## src/rtl/apb_spi_ctrl_pkg.sv

```systemverilog
`default_nettype none
// ============================================================================
// Module   : apb_spi_ctrl_pkg
// Brief    : Register offsets, register bit indices and sequencer state
//            encodings shared by the APB SPI controller.
// Revision : 1.0 - initial release
// ============================================================================
package apb_spi_ctrl_pkg;

    localparam int unsigned c_addr_txdata = 32'h0;
    localparam int unsigned c_addr_rxdata = 32'h4;
    localparam int unsigned c_addr_status = 32'h8;
    localparam int unsigned c_addr_ctrl   = 32'hC;

    localparam int unsigned c_st_tx_full  = 0;
    localparam int unsigned c_st_tx_empty = 1;
    localparam int unsigned c_st_rx_full  = 2;
    localparam int unsigned c_st_rx_empty = 3;
    localparam int unsigned c_st_busy     = 4;
    localparam int unsigned c_st_rx_ovf   = 5;

    localparam int unsigned c_ctrl_en    = 0;
    localparam int unsigned c_ctrl_ie_rx = 1;
    localparam int unsigned c_ctrl_ie_tx = 2;

    localparam logic [1:0] c_fsm_idle    = 2'd0;
    localparam logic [1:0] c_fsm_start   = 2'd1;
    localparam logic [1:0] c_fsm_wait_hi = 2'd2;
    localparam logic [1:0] c_fsm_wait_lo = 2'd3;

endpackage
`default_nettype wire

```

## src/rtl/apb_spi_ctrl_sync_fifo.sv

```systemverilog
`default_nettype none
// ============================================================================
// Module   : apb_spi_ctrl_sync_fifo
// Brief    : Single-clock FIFO; a full FIFO accepts a push only when it is
//            popped on the same cycle.
// Revision : 1.0 - initial release
// ============================================================================
module apb_spi_ctrl_sync_fifo #(
    parameter int WIDTH = 8,
    parameter int DEPTH = 4
) (
    input  logic                       clk_i,
    input  logic                       rst_i,
    input  logic                       i_push,
    input  logic [WIDTH-1:0]           i_data,
    input  logic                       i_pop,
    output logic                       o_full,
    output logic                       o_empty,
    output logic [WIDTH-1:0]           o_head,
    output logic [$clog2(DEPTH):0]     o_count
);

    localparam int c_aw = $clog2(DEPTH);
    localparam int c_cw = c_aw + 1;

    logic [WIDTH-1:0] r_mem [DEPTH];
    logic [c_aw-1:0]  r_wr_ptr;
    logic [c_aw-1:0]  r_rd_ptr;
    logic [c_cw-1:0]  r_count;
    logic             w_pop_ok;
    logic             w_push_ok;

    assign o_empty   = (r_count == '0);
    assign o_full    = (r_count == c_cw'(DEPTH));
    assign o_head    = r_mem[r_rd_ptr];
    assign o_count   = r_count;
    assign w_pop_ok  = i_pop & ~o_empty;
    assign w_push_ok = i_push & (~o_full | w_pop_ok);

    always_ff @(posedge clk_i) begin
        if (w_push_ok) begin
            r_mem[r_wr_ptr] <= i_data;
        end
    end

    // Pointers wrap naturally because DEPTH is a power of two.
    always_ff @(posedge clk_i) begin
        if (rst_i) begin
            r_wr_ptr <= '0;
            r_rd_ptr <= '0;
            r_count  <= '0;
        end else begin
            if (w_push_ok) r_wr_ptr <= r_wr_ptr + 1'b1;
            if (w_pop_ok)  r_rd_ptr <= r_rd_ptr + 1'b1;
            r_count <= r_count + c_cw'(w_push_ok) - c_cw'(w_pop_ok);
        end
    end

endmodule
`default_nettype wire

```

## src/rtl/apb_spi_ctrl.sv

```systemverilog
`default_nettype none
// ============================================================================
// Module   : apb_spi_ctrl
// Brief    : APB3 slave with TX/RX FIFOs and a frame sequencer driving an
//            8-bit CPOL=0/CPHA=0 SPI master.
// Revision : 1.0 - initial release
// ============================================================================
module apb_spi_ctrl
    import apb_spi_ctrl_pkg::*;
#(
    parameter int FIFO_DEPTH = 4,
    parameter int ADDR_W     = 4
) (
    input  logic              clk_i,
    input  logic              rst_i,
    input  logic              psel_i,
    input  logic              penable_i,
    input  logic              pwrite_i,
    input  logic [ADDR_W-1:0] paddr_bi,
    input  logic [31:0]       pwdata_bi,
    output logic [31:0]       prdata_bo,
    output logic              pready_o,
    output logic              pslverr_o,
    output logic              start_o,
    output logic [7:0]        tx_data_bo,
    input  logic              busy_i,
    input  logic [7:0]        rx_data_bi,
    output logic              irq_o
);

    localparam int c_cw = $clog2(FIFO_DEPTH) + 1;

    logic [1:0]      r_state;
    logic [1:0]      w_state_nxt;
    logic [2:0]      r_ctrl;
    logic            r_rx_ovf;
    logic [7:0]      r_tx_data;

    logic            w_access;
    logic            w_tx_push, w_tx_pop, w_tx_full, w_tx_empty;
    logic            w_rx_push, w_rx_pop, w_rx_full, w_rx_empty;
    logic [7:0]      w_tx_head, w_rx_head;
    logic [c_cw-1:0] w_tx_count, w_rx_count;
    logic            w_start;
    logic            w_ovf_clr, w_ctrl_we, w_err;
    logic [31:0]     w_rdata, w_status;
    logic            w_unused;

    assign w_unused = ^{pwdata_bi[31:8], pwdata_bi[4:3], w_tx_count, w_rx_count};
    assign w_access = psel_i & penable_i;

    apb_spi_ctrl_sync_fifo #(.WIDTH(8), .DEPTH(FIFO_DEPTH)) u_tx_fifo (
        .clk_i   (clk_i),
        .rst_i   (rst_i),
        .i_push  (w_tx_push),
        .i_data  (pwdata_bi[7:0]),
        .i_pop   (w_tx_pop),
        .o_full  (w_tx_full),
        .o_empty (w_tx_empty),
        .o_head  (w_tx_head),
        .o_count (w_tx_count)
    );

    apb_spi_ctrl_sync_fifo #(.WIDTH(8), .DEPTH(FIFO_DEPTH)) u_rx_fifo (
        .clk_i   (clk_i),
        .rst_i   (rst_i),
        .i_push  (w_rx_push),
        .i_data  (rx_data_bi),
        .i_pop   (w_rx_pop),
        .o_full  (w_rx_full),
        .o_empty (w_rx_empty),
        .o_head  (w_rx_head),
        .o_count (w_rx_count)
    );

    always_ff @(posedge clk_i) begin
        if (rst_i) r_state <= c_fsm_idle;
        else       r_state <= w_state_nxt;
    end

    always_comb begin
        w_state_nxt = r_state;
        case (r_state)
            c_fsm_idle:    if (r_ctrl[c_ctrl_en] && !w_tx_empty) w_state_nxt = c_fsm_start;
            c_fsm_start:   w_state_nxt = c_fsm_wait_hi;
            c_fsm_wait_hi: if (busy_i)  w_state_nxt = c_fsm_wait_lo;
            c_fsm_wait_lo: if (!busy_i) w_state_nxt = c_fsm_idle;
            default:       w_state_nxt = c_fsm_idle;
        endcase
    end

    always_comb begin
        w_tx_pop  = (r_state == c_fsm_idle) & r_ctrl[c_ctrl_en] & ~w_tx_empty;
        w_rx_push = (r_state == c_fsm_wait_lo) & ~busy_i;
        w_start   = (r_state == c_fsm_start);
    end

    always_ff @(posedge clk_i) begin
        if (rst_i)         r_tx_data <= '0;
        else if (w_tx_pop) r_tx_data <= w_tx_head;
    end

    always_comb begin
        w_status                = '0;
        w_status[c_st_tx_full]  = w_tx_full;
        w_status[c_st_tx_empty] = w_tx_empty;
        w_status[c_st_rx_full]  = w_rx_full;
        w_status[c_st_rx_empty] = w_rx_empty;
        w_status[c_st_busy]     = (r_state != c_fsm_idle);
        w_status[c_st_rx_ovf]   = r_rx_ovf;
    end

    // Decode drives prdata/pslverr throughout the transfer; state only
    // changes on the access phase.
    always_comb begin
        w_rdata   = '0;
        w_err     = 1'b0;
        w_tx_push = 1'b0;
        w_rx_pop  = 1'b0;
        w_ovf_clr = 1'b0;
        w_ctrl_we = 1'b0;
        if (psel_i) begin
            if (paddr_bi == ADDR_W'(c_addr_txdata)) begin
                if (pwrite_i) begin
                    w_err     = w_tx_full & ~w_tx_pop;
                    w_tx_push = w_access & ~w_err;
                end else begin
                    w_err = 1'b1;
                end
            end else if (paddr_bi == ADDR_W'(c_addr_rxdata)) begin
                if (pwrite_i || w_rx_empty) begin
                    w_err = 1'b1;
                end else begin
                    w_rdata  = {24'b0, w_rx_head};
                    w_rx_pop = w_access;
                end
            end else if (paddr_bi == ADDR_W'(c_addr_status)) begin
                if (pwrite_i) w_ovf_clr = w_access & pwdata_bi[c_st_rx_ovf];
                else          w_rdata   = w_status;
            end else if (paddr_bi == ADDR_W'(c_addr_ctrl)) begin
                if (pwrite_i) w_ctrl_we = w_access;
                else          w_rdata   = {29'b0, r_ctrl};
            end else begin
                w_err = 1'b1;
            end
        end
    end

    // A fresh overflow wins over a simultaneous software clear.
    always_ff @(posedge clk_i) begin
        if (rst_i) begin
            r_ctrl   <= '0;
            r_rx_ovf <= 1'b0;
        end else begin
            if (w_ctrl_we) r_ctrl <= pwdata_bi[2:0];
            if (w_rx_push && w_rx_full && !w_rx_pop) r_rx_ovf <= 1'b1;
            else if (w_ovf_clr)                      r_rx_ovf <= 1'b0;
        end
    end

    assign prdata_bo  = w_rdata;
    assign pslverr_o  = w_err;
    assign pready_o   = 1'b1;
    assign start_o    = w_start;
    assign tx_data_bo = r_tx_data;
    assign irq_o      = (~w_rx_empty & r_ctrl[c_ctrl_ie_rx]) | (w_tx_empty & r_ctrl[c_ctrl_ie_tx]);

endmodule
`default_nettype wire
```

## config.mk

```make
export PLATFORM = sky130hd
export DESIGN_NAME = apb_spi_ctrl
export DESIGN_NICKNAME = d
export VERILOG_FILES = /design/src/rtl/apb_spi_ctrl_pkg.sv /design/src/rtl/apb_spi_ctrl_sync_fifo.sv /design/src/rtl/apb_spi_ctrl.sv
export SDC_FILE = /design/constraint.sdc
export NUM_CORES = 1
export LEC_CHECK = 0
export CAP_MARGIN = 20
export CORE_MARGIN = 2
export CORE_UTILIZATION = 35
export DETAILED_ROUTE_END_ITERATION = 10
export GPL_ROUTABILITY_DRIVEN = 0
export PLACE_DENSITY = 0.56
export SLEW_MARGIN = 10
export SYNTH_ARGS = -nofsm -noshare
export SYNTH_HDL_FRONTEND = slang
export SYNTH_SLANG_ARGS = --single-unit
```

## constraint.sdc

```tcl
create_clock -name clk_i -period 4.88 [get_ports clk_i]
set_input_delay 0.488 -clock clk_i [delete_from_list [all_inputs] [get_ports clk_i]]
set_output_delay 0.488 -clock clk_i [all_outputs]
set_load 0.02 [all_outputs]
```

# Word-level counts from Yosys, hierarchy flattened
# Memory sizes are Yosys's and may differ from the RTL's. A register that Yosys moved wholly into a read port is not among the register bits.
# Cells that the tools add are included.
[op_classes]
add_sub_neg = 8
mul = 0
div_mod_pow = 0
n_lt_le_gt_ge = 0
n_eq_ne = 11
shifts = 0
n_mux = 45
n_bitwise = 23
reduce_logical = 13
[op_table]
columns = ["cell", "n"]
rows = [
  ["2-to-1 mux 32 bit", 4],
  ["2-to-1 mux 1 bit", 31],
  ["bitwise AND 1 bit", 13],
  ["2-to-1 mux 2 bit", 5],
  ["adder 2 x 1 -> 2 bit, second input constant", 4],
  ["equality test 4 bit, second input constant", 2],
  ["2-to-1 mux 8 bit", 1],
  ["case mux 2 bit (4 select lines)", 1],
  ["NOT 1 bit", 7],
  ["adder 3 x 1 -> 3 bit", 2],
  ["equality test 3 bit, second input constant", 2],
  ["logical NOT 3 bit", 2],
  ["2-to-1 mux 3 bit", 2],
  ["2-to-1 mux 6 bit", 1],
  ["!= test 2 bit, second input constant", 3],
  ["subtractor 3 x 1 -> 3 bit", 2],
  ["equality test 2 bit, second input constant", 2],
  ["equality test 4 x 3 -> 1 bit, second input constant", 1],
  ["logical NOT 4 bit", 1],
  ["nonzero test 2 bit", 2],
  ["logical AND 1 bit", 3],
  ["bitwise OR 1 bit", 3],
  ["AND reduction 3 bit", 1],
  ["equality test 2 x 1 -> 1 bit, second input constant", 1],
  ["other kinds (3)", 4],
]
[totals]
ff_bits = 20
latch_bits = 0
mem_bits_rw = 64
romBits = 0
input_bits = 50
memories = 2
[memory_table]
columns = ["memory", "words", "word_bits", "read_ports", "rd_ports_with_merged_regs", "write_ports", "line_no", "text"]
rows = [
  ["u_rx_fifo.r_mem", 4, 8, 1, 1, 1, "apb_spi_ctrl_sync_fifo.sv:26", "logic [WIDTH-1:0] r_mem [DEPTH];"],
  ["u_tx_fifo.r_mem", 4, 8, 1, 1, 1, "apb_spi_ctrl_sync_fifo.sv:26", ""],
]

# Logic depth before layout (Yosys ltp)
# Gate-level depths: netlist of the first run.
[depth]
word_depth = 13
mapped_depth = 13
depth_no_buf = 12

# Cells and area by module
# From an unflattened synthesis of the first run, not the netlist that was laid out.
[hier_totals]
hier_cells = 320
hier_area_um2 = 4471.8
[by_module_without_submodules]
columns = ["module", "n_inst", "cells_per_inst", "area_per_inst_um2"]
rows = [
  ["apb_spi_ctrl_sync_fifo", 2, 89, 1649.1],
  ["apb_spi_ctrl", 1, 142, 1173.6],
]

# Worst setup path before layout of the first run
# Ideal clock, no wire load.
[synth_path]
path_type = "register to register"
from = "reg r_state[0]"
to = "reg u_tx_fifo.r_count[2], in the netlist u_tx_fifo.o_count[2]"
arrival_time_ns = 2.321
t_required_ns = 4.752
path_slack_ns = 2.432
path_stages_with_launch = 14
path_buffers = 1
period_less_slack_ns = 2.448
cell_sequence = "dfxtp_1 > inv_1 > ha_1 > nand3b_1 > inv_1 > buf_2 > ha_1 > inv_1 > ha_1 > inv_1 > fa_1 > xor2_1 > xnor2_1 > nor2_1"
[synth_between]
word_cells_on_any_way = 15
[synth_lines]
columns = ["element", "line_no", "text"]
rows = [
  ["start, declared", "apb_spi_ctrl.sv:33", "logic [1:0] r_state;"],
  ["start signal, assigned", "apb_spi_ctrl.sv:77", "if (rst_i) r_state <= c_fsm_idle;"],
  ["start signal, assigned", "apb_spi_ctrl.sv:78", "else r_state <= w_state_nxt;"],
  ["logical NOT 2 bit *", "apb_spi_ctrl.sv:93", "w_tx_pop = (r_state == c_fsm_idle) & r_ctrl[c_ctrl_en] & ~w_tx_empty;"],
  ["bitwise AND 1 bit * (2 in a row)", "apb_spi_ctrl.sv:93", ""],
  ["bitwise AND 1 bit *", "apb_spi_ctrl_sync_fifo.sv:37", "assign w_pop_ok = i_pop & ~o_empty;"],
  ["via u_tx_fifo.w_pop_ok", "apb_spi_ctrl_sync_fifo.sv:30", "logic w_pop_ok;"],
  ["bitwise OR 1 bit", "apb_spi_ctrl_sync_fifo.sv:38", "assign w_push_ok = i_push & (~o_full | w_pop_ok);"],
  ["bitwise AND 1 bit", "apb_spi_ctrl_sync_fifo.sv:38", ""],
  ["adder 3 x 1 -> 3 bit", "apb_spi_ctrl_sync_fifo.sv:55", "r_count <= r_count + c_cw'(w_push_ok) - c_cw'(w_pop_ok);"],
  ["subtractor 3 x 1 -> 3 bit *", "apb_spi_ctrl_sync_fifo.sv:55", ""],
  ["end signal, assigned", "apb_spi_ctrl_sync_fifo.sv:55", ""],
  ["end, declared", "apb_spi_ctrl_sync_fifo.sv:29", "logic [c_cw-1:0] r_count;"],
]
# Mark *: on every way through the listed nets, which the timed path passes. The rest lies on a longest branch.
# A chain may end at the register's enable or synchronous reset.

# Worst setup path in the final report of the first run
[layout_path]
from = "in paddr_bi[2]"
to = "out prdata_bo[0]"
[layout_between]
elab_chain_cells = 6
word_cells_on_any_way = 9
[layout_rtl]
columns = ["element", "line_no", "text"]
rows = [
  ["start, declared", "apb_spi_ctrl.sv:19", "input logic [ADDR_W-1:0] paddr_bi,"],
  ["equality test 4 bit", "apb_spi_ctrl.sv:140", "end else if (paddr_bi == ADDR_W'(c_addr_ctrl)) begin"],
  ["2-to-1 mux 3 bit", "apb_spi_ctrl.sv:140", ""],
  ["2-to-1 mux 32 bit", "apb_spi_ctrl.sv:137", "end else if (paddr_bi == ADDR_W'(c_addr_status)) begin"],
  ["2-to-1 mux 32 bit", "apb_spi_ctrl.sv:130", "end else if (paddr_bi == ADDR_W'(c_addr_rxdata)) begin"],
  ["2-to-1 mux 32 bit *", "apb_spi_ctrl.sv:123", "if (paddr_bi == ADDR_W'(c_addr_txdata)) begin"],
  ["2-to-1 mux 32 bit *", "apb_spi_ctrl.sv:122", "if (psel_i) begin"],
  ["end, declared", "apb_spi_ctrl.sv:21", "output logic [31:0] prdata_bo,"],
]
# Mark *: on every way between the ends. The rest lies on a longest branch, timed or not.

==> flow_summary_export.csv, run 1 <==
group,metric,value,unit
synthesis,postSynthAreaPerCell,13.3,um2
global_routing,grt_max_degree,35,
timing,setup_tns,0,ns
cts,worstSkewPairLatency,0.34,ns
die,rows,40,
synthesis,synth_area_leaders,"edfxtp_1 (45%), dfxtp_1 (14%), mux4_2 (8.5%), ha_1 (4.7%), buf_4 (4.4%)",
synthesis,yosysTopAreaCellShare,0.452,
cts,root_buffer,"clkbuf_16",
cts,path_clk_slew,0.06,ns
routing,wl_met2,3700,um
placement,io_buffer_count,44,
run_status,status,"finished clean",
finish,fill_cells,1078,
timing,fin_crit,3.73,ns
timing,timing.fmax,268,MHz
routing,top_layer,"met4",
critical_path,cp-start-kind,"input port",
die,die_h,114,um
routing,vias_per_cell,4.70,
timing,relSlewSlack,0.471,
die,die_x,114,um
critical_path,critPathMaxFanout,12,
finish,n_antenna_cell,0,
finish,drive_above_1_share,0.109,
routing,drtPass1Iterations,4,
die,io_pins,94,
timing,worst_slew_pin_slew,0.788,ns
power_and_ir_drop,vdd_ir_drop_max,191,uV
timing,rsz0062_at_grt,"no",
global_routing,overflow,0,
critical_path,required,4.39,ns
synthesis,synthArstFlopShare,0,
die,dieArea,13000,um2
power_and_ir_drop,p_total,1660,uW
power_and_ir_drop,powerDensity,329,nW/um2
finish,area_delta_synth_final,18.9,%
synthesis,yosys_warnings,0,
routing,routed_wl,7780,um
placement,place_area,4740,um2
finish,final_area,5050,um2
synthesis,postSynthCellCount,319,
synthesis,syn_area,4250,um2
routing,drt-wirelength-per-cell,15.1,um
synthesis,yosys_register_bits,94,
cts,ctsResizeCount,0,
routing,drc,0,
power_and_ir_drop,p_leak,0.00179,uW
timing,final-setup-viol-count,0,
global_routing,grt_pass1_vias,2397,
critical_path,cp-end-kind,"output port",
cts,cts_sinks,94,
cts,h-tree-depth,3,
min_path,worstHoldPathType,"flop to flop",
job,max_cap_viol_count,0,
routing,wl_met1,3630,um
synthesis,synth_ff_type,"edfxtp_1",
synthesis,yosysTopAreaCell,"edfxtp_1",
global_routing,antenna_found_initial,0,
cts,cts_tree,"yes",
cts,cts_buffers,9,
finish,nets,431,
cts,postCtsSetupRepairBufs,0,
synthesis,ys_types,47,
routing,wl_met3,323,um
synthesis,synth-edff-count,64,
routing,drtIter0Drc,79,
synthesis,seq_area_frac_synth,0.593,
timing,maxSlewViolCount,0,
placement,dp_hpwl,5540,um
die,start_util,0.357,
synthesis,synth_most_common_cell,"edfxtp_1",
critical_path,arrival,3.24,ns
global_routing,grt_pass1_wl,12500,um
cts,postCtsHoldBufs,0,
synthesis,synth_commonest_cells,"edfxtp_1 (64), dfxtp_1 (30), buf_4 (25), nand2_1 (25), nor2_1 (25)",
timing,fin_skew,0.00799,ns
critical_path,critPathKind,"input port to output port",
timing,hold_viol_final,0,
cts,clockBufferDepth,2,
timing,finalCritPeriodShare,0.764,
routing,vias,2418,
die,core,11900,um2
routing,postRouteAntennaNets,0,
timing,whs,0.454,ns
global_routing,grt_usage,0.128,
==> flip-flops by register name, summed over array words and instances (netlist names), named ones only <==
signal and flops:
u_tx_fifo.o_count 3, r_state 2, u_rx_fifo.o_count 3, r_ctrl 3, u_rx_fifo.r_rd_ptr 2, u_rx_fifo.r_mem 32
u_rx_fifo.r_wr_ptr 2, u_tx_fifo.r_rd_ptr 2, r_rx_ovf 1, tx_data_bo 8, u_tx_fifo.r_wr_ptr 2, u_tx_fifo.r_mem 32
==> metrics by stage <==
step,worst slack [ns],utilization,instances
after floorplan,2.43,-,342
after global placement,1.12,0.398,499
after detailed placement,1.11,0.398,499
after CTS,1.11,0.424,515
after global routing,1.02,0.424,515
final,1.15,0.424,515
==> logic make-up (layout without fill, tap and decap cells) <==
| kind of cell | Yosys count | count (layout) | share of synthesized area |
|---|---|---|---|
| buffers and inverters | 56 | 82 | 0.0724 |
| multiplexers | 26 | 26 | 0.109 |
| AND/OR/NAND/NOR | 87 | 87 | 0.105 |
| flip-flops | 94 | 94 | 0.593 |
| other | 2 | 25 | 0.00177 |
| adder cells (fa/ha/maj) | 18 | 18 | 0.0565 |
| XOR/XNOR | 8 | 8 | 0.0165 |
| AO/OA/AOI/OAI | 28 | 28 | 0.0453 |
==> power breakdown <==
group	total [uW]	internal [uW]	leakage (uW)	switching, uW
logic	89.9	35.2	0.000823	54.7
clock network	716	438	0.000153	278
registers	855	852	0.000817	2.92
==> final timing paths <==
check                                                  endpoint                        from  slack, ns  depth (start not counted)
worst max-delay path                               prdata_bo[0]                 paddr_bi[2]       1.15                          6
worst min-delay path                 tx_data_bo[5]$_SDFFE_PP0N_  tx_data_bo[5]$_SDFFE_PP0N_       0.45                          2
worst max register to register  u_tx_fifo.o_count[2]$_SDFF_PP0_     r_state[0]$_SDFFE_PP0P_       2.11                         12
worst min register to register       tx_data_bo[5]$_SDFFE_PP0N_  tx_data_bo[5]$_SDFFE_PP0N_       0.45                          2
==> metal layers <==
layer,vias to the layer above,GRT usage
li1,1172,-
met1,1180,0.171
met2,57,0.204
met3,9,0.0259
met4,0,0.0537
met5,-,0
==> placed cells by master, fill, tap and decap left out, drive strengths merged, types with 6 or more instances in the layout <==
cell,Yosys,routed
ha,16,16
edfxtp,64,64
nor3,6,6
mux4,16,16
nor2,25,25
mux2i,8,8
and2,8,8
clkbuf,6,13
clkdlybuf4s50,0,44
nand2,25,25
a21oi,12,12
xnor2,6,6
dfxtp,30,30
inv,21,21
conb,2,25
==> cell type report <==
class / count / area (um2) / area share
Sequential cell: 94 / 2520 / 0.499
Multi-Input combinational cell: 192 / 1510 / 0.298
Timing Repair Buffer: 45 / 448 / 0.0886
Clock buffer: 13 / 270 / 0.0535
Tap cell: 147 / 184 / 0.0364
Inverter: 21 / 78.8 / 0.0156
Clock inverter: 3 / 42.5 / 0.00842
==> critical path, cell delays in order <==
cell             delay, ns
clkdlybuf4s50_1       0.77
or4b_4                0.57
nor2_1                0.14
nand3_1               0.30
o22ai_1               0.31
clkdlybuf4s50_1       0.65
(Power assumes the default switching activity.)
==> inputs of run 2 (changes only) <==
- PLACE_DENSITY: 0.56 -> 0.58
- clock period: 4.88 -> 3.1 ns (I/O delays scaled with it)
==> flow_summary_export.csv, run 2 (synthesized netlist as in run 1, its figures left out) <==
group,metric,value,unit
min_path,worstHoldPathType,"flop to flop",
routing,drt-wirelength-per-cell,15.1,um
timing,relSlewSlack,0.518,
die,start_util,0.357,
finish,n_antenna_cell,0,
finish,stdcell_count,528,
critical_path,reg2reg_to,"u_tx_fifo.o_count[2]$_SDFF_PP0_",
cts,cts_buffers,9,
timing,rsz0062_at_grt,"no",
die,io_pins,94,
global_routing,overflow,0,
timing,fin_crit,2.92,ns
die,rows,40,
critical_path,r2r_slack,0.81,ns
cts,h-tree-depth,3,
finish,nets,444,
routing,vias_per_cell,4.67,
die,core,11900,um2
global_routing,grt_usage,0.130,
critical_path,cp-end-kind,"output port",
finish,final_common_cell,"edfxtp_1",
critical_path,path_buf_inv,2,
critical_path,arrival,2.61,ns
global_routing,antenna_found_initial,0,
global_routing,grt_max_degree,21,
power_and_ir_drop,powerDensity,491,nW/um2
cts,clockBufferDepth,2,
global_routing,grt_pass1_wl,12700,um
routing,drc,0,
die,die_h,114,um
die,dieArea,13000,um2
critical_path,endpoint,"prdata_bo[1]",
critical_path,required,2.79,ns
timing,hold_viol_final,0,
cts,worstSkewPairLatency,0.33,ns
critical_path,critPathMaxFanout,8,
finish,area_delta_synth_final,20.5,%
timing,worst_slew_pin_slew,0.720,ns
critical_path,cp_slowest_cell,"clkdlybuf4s50_1",
critical_path,crit_family,"buffers and inverters",
cts,cts_sinks,94,
placement,pre_cts_ws,0.0905,ns
critical_path,crit_top_cell,"clkdlybuf4s50_1",
timing,maxSlewViolCount,0,
cts,cts_tree,"yes",
critical_path,slowest_delay,0.63,ns
timing,layout_setup_ws,0.177,ns
placement,io_buffer_count,44,
routing,drtIter0Drc,98,
critical_path,ff2ff_path_depth,11,
critical_path,cp-startpoint,"paddr_bi[1]",
timing,finalCritPeriodShare,0.943,
run_status,status,"finished clean",
routing,routed_wl,7980,um
cts,path_clk_slew,0.06,ns
finish,final_core_util,0.430,
timing,setup_tns,0,ns
placement,dp_cells,512,
critical_path,cp.depth,6,
power_and_ir_drop,p_leak,0.00185,uW
timing,timing.fmax,342,MHz
finish,final_cell_mix,"edfxtp_1 (64), clkdlybuf4s50_1 (44), dfxtp_1 (30)",
routing,vias,2466,
die,die_x,114,um
placement,dp_hpwl,5790,um
job,max_cap_viol_count,0,
routing,drtPass1Iterations,4,
timing,final-setup-viol-count,0,
global_routing,grt_pass1_vias,2440,
routing,postRouteAntennaNets,0,
critical_path,cp-start-kind,"input port",
critical_path,crit_chain,"clkdlybuf4s50_1, or4b_4, nor2_1, nand3_2, o22ai_1, clkdlybuf4s50_1",
finish,drive_above_1_share,0.142,
critical_path,critPathKind,"input port to output port",
critical_path,rr_startpoint,"u_tx_fifo.o_count[1]$_SDFF_PP0_",
cts,root_buffer,"clkbuf_16",
timing,fin_skew,0.00572,ns
power_and_ir_drop,vdd_ir_drop_max,211,uV
==> run 2: area by class of cell <==
type / instances / area, um2
clock buffer: 13 / 260
clock inverter: 3 / 18.8
fill: 1088 / 6790
inverter: 21 / 78.8
multi-input combinational: 192 / 1510
sequential: 94 / 2520
tap: 147 / 184
timing repair buffer: 58 / 546
==> run 2: power by group <==
| group | switching [uW] | leakage (uW) | internal [uW] | total, uW |
|---|---|---|---|---|
| combinational | 86.8 | 0.000889 | 58.3 | 145 |
| sequential | 4.88 | 0.000817 | 1340 | 1350 |
| clock | 434 | 0.000140 | 587 | 1020 |
| total | 526 | 0.00185 | 1990 | 2510 |
==> run 2: metal layers <==
layer,track usage,up-vias,routed length [um]
met1,0.166,1202,3550
met2,0.219,56,4040
li1,-,1201,-
met3,0.0270,7,280
met5,0,-,0
met4,0.0512,0,115
==> run 2: timing repair <==
item | 4_1_cts | 5_1_grt
endpoints found under the setup margin | 0 | 4
hold buffers | 0 | 0
buffers inserted | 0 | 0
resized for setup | 0 | 1
==> run 2: how the worst min path moves through the flow <==
stage / startpoint / to / slack, ns / depth (start not counted)
floorplan: rx_data_bi[0] / u_rx_fifo.r_mem[0][0]$_DFFE_PP_ / 0.41 / 0
global placement: tx_data_bo[4]$_SDFFE_PP0N_ / tx_data_bo[4]$_SDFFE_PP0N_ / 0.45 / 2
detailed placement: tx_data_bo[7]$_SDFFE_PP0N_ / tx_data_bo[7]$_SDFFE_PP0N_ / 0.45 / 2
CTS: tx_data_bo[7]$_SDFFE_PP0N_ / tx_data_bo[7]$_SDFFE_PP0N_ / 0.46 / 2
global route: tx_data_bo[4]$_SDFFE_PP0N_ / tx_data_bo[4]$_SDFFE_PP0N_ / 0.48 / 2
finish: tx_data_bo[7]$_SDFFE_PP0N_ / tx_data_bo[7]$_SDFFE_PP0N_ / 0.46 / 2
==> run 2: worst reg2reg max path: stages (launching register included) <==
cell,delay (ns)
dfxtp_1,0.36
nor3_1,0.33
nand3b_1,0.19
inv_1,0.07
ha_1,0.28
inv_1,0.06
ha_1,0.13
inv_1,0.05
fa_1,0.37
xor2_1,0.17
xnor2_1,0.13
nor2_1,0.05
==> run 2: through the flow <==
stage / hold WS (ns) / area, um2 / total power (uW)
global route: 0.481 / 5120 / 2610
floorplan: 0.409 / 4340 / 1470
CTS: 0.458 / 5120 / 2550
global placement: 0.450 / 4840 / 1520
detailed placement: 0.450 / 4840 / 1520
finish: 0.456 / 5120 / 2510
==> inputs of run 3 (changes only) <==
--- a/config.mk
+++ b/config.mk
@@ -11,4 +11,5 @@
 export DETAILED_ROUTE_END_ITERATION = 10
 export GPL_ROUTABILITY_DRIVEN = 0
+export GPL_TIMING_DRIVEN = 0
 export PLACE_DENSITY = 0.58
 export SLEW_MARGIN = 10
==> constraint.sdc (replaced) <==
create_clock -name clk_i -period 3.1 [get_ports clk_i]
set_input_delay 0.62 -clock clk_i [delete_from_list [all_inputs] [get_ports clk_i]]
set_output_delay 0.62 -clock clk_i [all_outputs]
set_load 0.02 [all_outputs]
==> flow_summary_export.csv, run 3 (synthesized netlist as in run 1, its figures left out) <==
group,metric,value,unit
run_status,status,"finished clean",
cts,cts_sinks,94,
cts,postCtsHoldBufs,0,
finish,drive_above_1_share,0.210,
power_and_ir_drop,clockPowerShare,0.406,
finish,stdcell_count,551,
power_and_ir_drop,p_switching,528,uW
global_routing,met2_usage,0.215,
critical_path,arrival,2.40,ns
cts,h-tree-depth,3,
power_and_ir_drop,p_total,2550,uW
routing,drtIter0Drc,90,
critical_path,r2r_slack,0.46,ns
timing,setup_tns,0,ns
finish,fill_cells,1098,
routing,vias_per_cell,4.56,
placement,dp_cells,533,
routing,postRouteAntennaNets,0,
power_and_ir_drop,sw_frac_of_total,0.207,
die,io_pins,94,
finish,nets,467,
cts,path_clk_slew,0.06,ns
min_path,holdPathEnd,"tx_data_bo[4]$_SDFFE_PP0N_",
die,dieArea,13000,um2
timing,relSlewSlack,0.346,
routing,drt-wirelength-per-cell,14.5,um
cts,cts_tree,"yes",
power_and_ir_drop,vdd_ir_drop_max,255,uV
finish,final_common_cell,"edfxtp_1",
critical_path,slowest_delay,0.53,ns
power_and_ir_drop,powerDensity,483,nW/um2
die,core,11900,um2
global_routing,antenna_found_initial,0,
critical_path,cp_slowest_cell,"clkdlybuf4s50_1",
critical_path,cp-start-kind,"input port",
power_and_ir_drop,p_seq_frac,0.527,
power_and_ir_drop,p_leak,0.00197,uW
finish,n_antenna_cell,0,
global_routing,grt_usage,0.129,
min_path,worstHoldPathType,"flop to flop",
global_routing,grt_util_met1,0.162,
critical_path,ff2ff_path_depth,9,
cts,worstSkewPairLatency,0.34,ns
finish,final_cell_mix,"edfxtp_1 (64), clkdlybuf4s50_1 (34), dfxtp_1 (30)",
job,max_cap_viol_count,0,
timing,worst_slew_pin_slew,0.974,ns
die,start_util,0.357,
timing,fin_skew,0.00570,ns
finish,final_area,5290,um2
routing,routed_wl,8000,um
global_routing,grt_pass1_wl,12600,um
critical_path,critPathKind,"input port to output port",
timing,final-setup-viol-count,0,
placement,place_area,4960,um2
global_routing,gr-usage-met3,0.0244,
critical_path,critPathMaxFanout,8,
critical_path,reg2reg_to,"u_rx_fifo.o_count[2]$_SDFF_PP0_",
global_routing,grt_pass1_vias,2491,
timing,fin_crit,3.02,ns
critical_path,crit_chain,"clkdlybuf4s50_1, or4b_4, nor2_4, nand3_4, o2bb2ai_1, clkdlybuf4s15_2",
critical_path,cp-end-kind,"output port",
die,die_h,114,um
cts,cts_buffers,9,
min_path,hold_start,"tx_data_bo[4]$_SDFFE_PP0N_",
placement,dp_hpwl,5930,um
cts,root_buffer,"clkbuf_16",
routing,vias,2513,
timing,maxSlewViolCount,0,
critical_path,rr_startpoint,"u_rx_fifo.o_count[2]$_SDFF_PP0_",
finish,final_core_util,0.444,
routing,drtPass1Iterations,4,
timing,finalCritPeriodShare,0.973,
finish,area_delta_synth_final,24.3,%
min_path,min_path_cells,2,
die,die_x,114,um
global_routing,grt.busiest_layer,"met2",
placement,io_buffer_count,44,
global_routing,grt_max_degree,15,
critical_path,required,2.48,ns
power_and_ir_drop,p_int,2030,uW
power_and_ir_drop,p_comb_frac,0.066,
routing,drc,0,
cts,clockBufferDepth,2,
die,rows,40,
timing,hold_viol_final,0,
global_routing,overflow,0,
timing,timing.fmax,332,MHz
[run 3: changes by cell type in the layout (fill, tap and decap cells not counted), sizes merged]
cell           previous run  this run
buf                      14        35
clkdlybuf4s50            44        34
dlymetal6s2s              0         1
clkdlybuf4s15             0         2
dlygate4sd2               0         1
clkinvlp                  0         1
clkbuf                   13        21
clkinv                    3         2
[run 3: worst max-delay path, delay by kind of cell]
family | cells | cell delay, ns
AOI/OAI and AO/OA | 1 | 0.17
buffers and inverters | 2 | 0.81
and+or+nand+nor | 3 | 0.77
[run 3: per-stage QoR]
step                      hold slack, ns  worst slack, ns
after floorplan                    0.436            0.541
final                              0.456           0.0847
after global placement             0.449           -0.567
after detailed placement           0.451           -0.574
after CTS                          0.460          -0.0124
after global routing               0.487         -0.00738
[run 3: final cells by class]
class,count,area [um2],area share
flip-flops and latches,94,2520,0.477
multi-input cells,192,1560,0.294
repair buffers,46,429,0.0812
clock buffers,13,269,0.0509
plain buffers,35,229,0.0433
well taps,147,184,0.0348
inverters,21,78.8,0.0149
clock inverters,3,17.5,0.00331
[run 3: layer usage]
metal / part of all wire / vias up / wire (um)
met3: 0.040 / 13 / 322
met2: 0.49 / 60 / 3890
met1: 0.45 / 1191 / 3590
met4: 0.025 / 0 / 200
met5: 0 / - / 0
li1: - / 1249 / -
[run 3: power groups by stage]
stage / clock [uW] / sequential, uW / combinational, uW
floorplan: 0 / 1370 / 101
global placement: 0 / 1370 / 165
detailed placement: 0 / 1370 / 167
CTS: 1070 / 1350 / 168
global route: 1110 / 1350 / 183
finish: 1040 / 1350 / 169
[run 3: how the worst max path moves through the flow]
stage	to	cells after the start	from	slack, ns
finish	prdata_bo[5]	6	paddr_bi[2]	0.08
global route	u_tx_fifo.o_count[2]$_SDFF_PP0_	10	psel_i	-0.007
CTS	prdata_bo[2]	6	paddr_bi[1]	-0.01
detailed placement	prdata_bo[2]	6	paddr_bi[2]	-0.57
global placement	prdata_bo[1]	6	paddr_bi[2]	-0.57
floorplan	prdata_bo[0]	4	paddr_bi[1]	0.54
[run 3: what timing repair did]
item,in CTS,in global routing
setup endpoints to repair,9,7
setup buffers,0,2
gates resized for setup,34,6
gates cloned,0,0
pin swaps,1,1
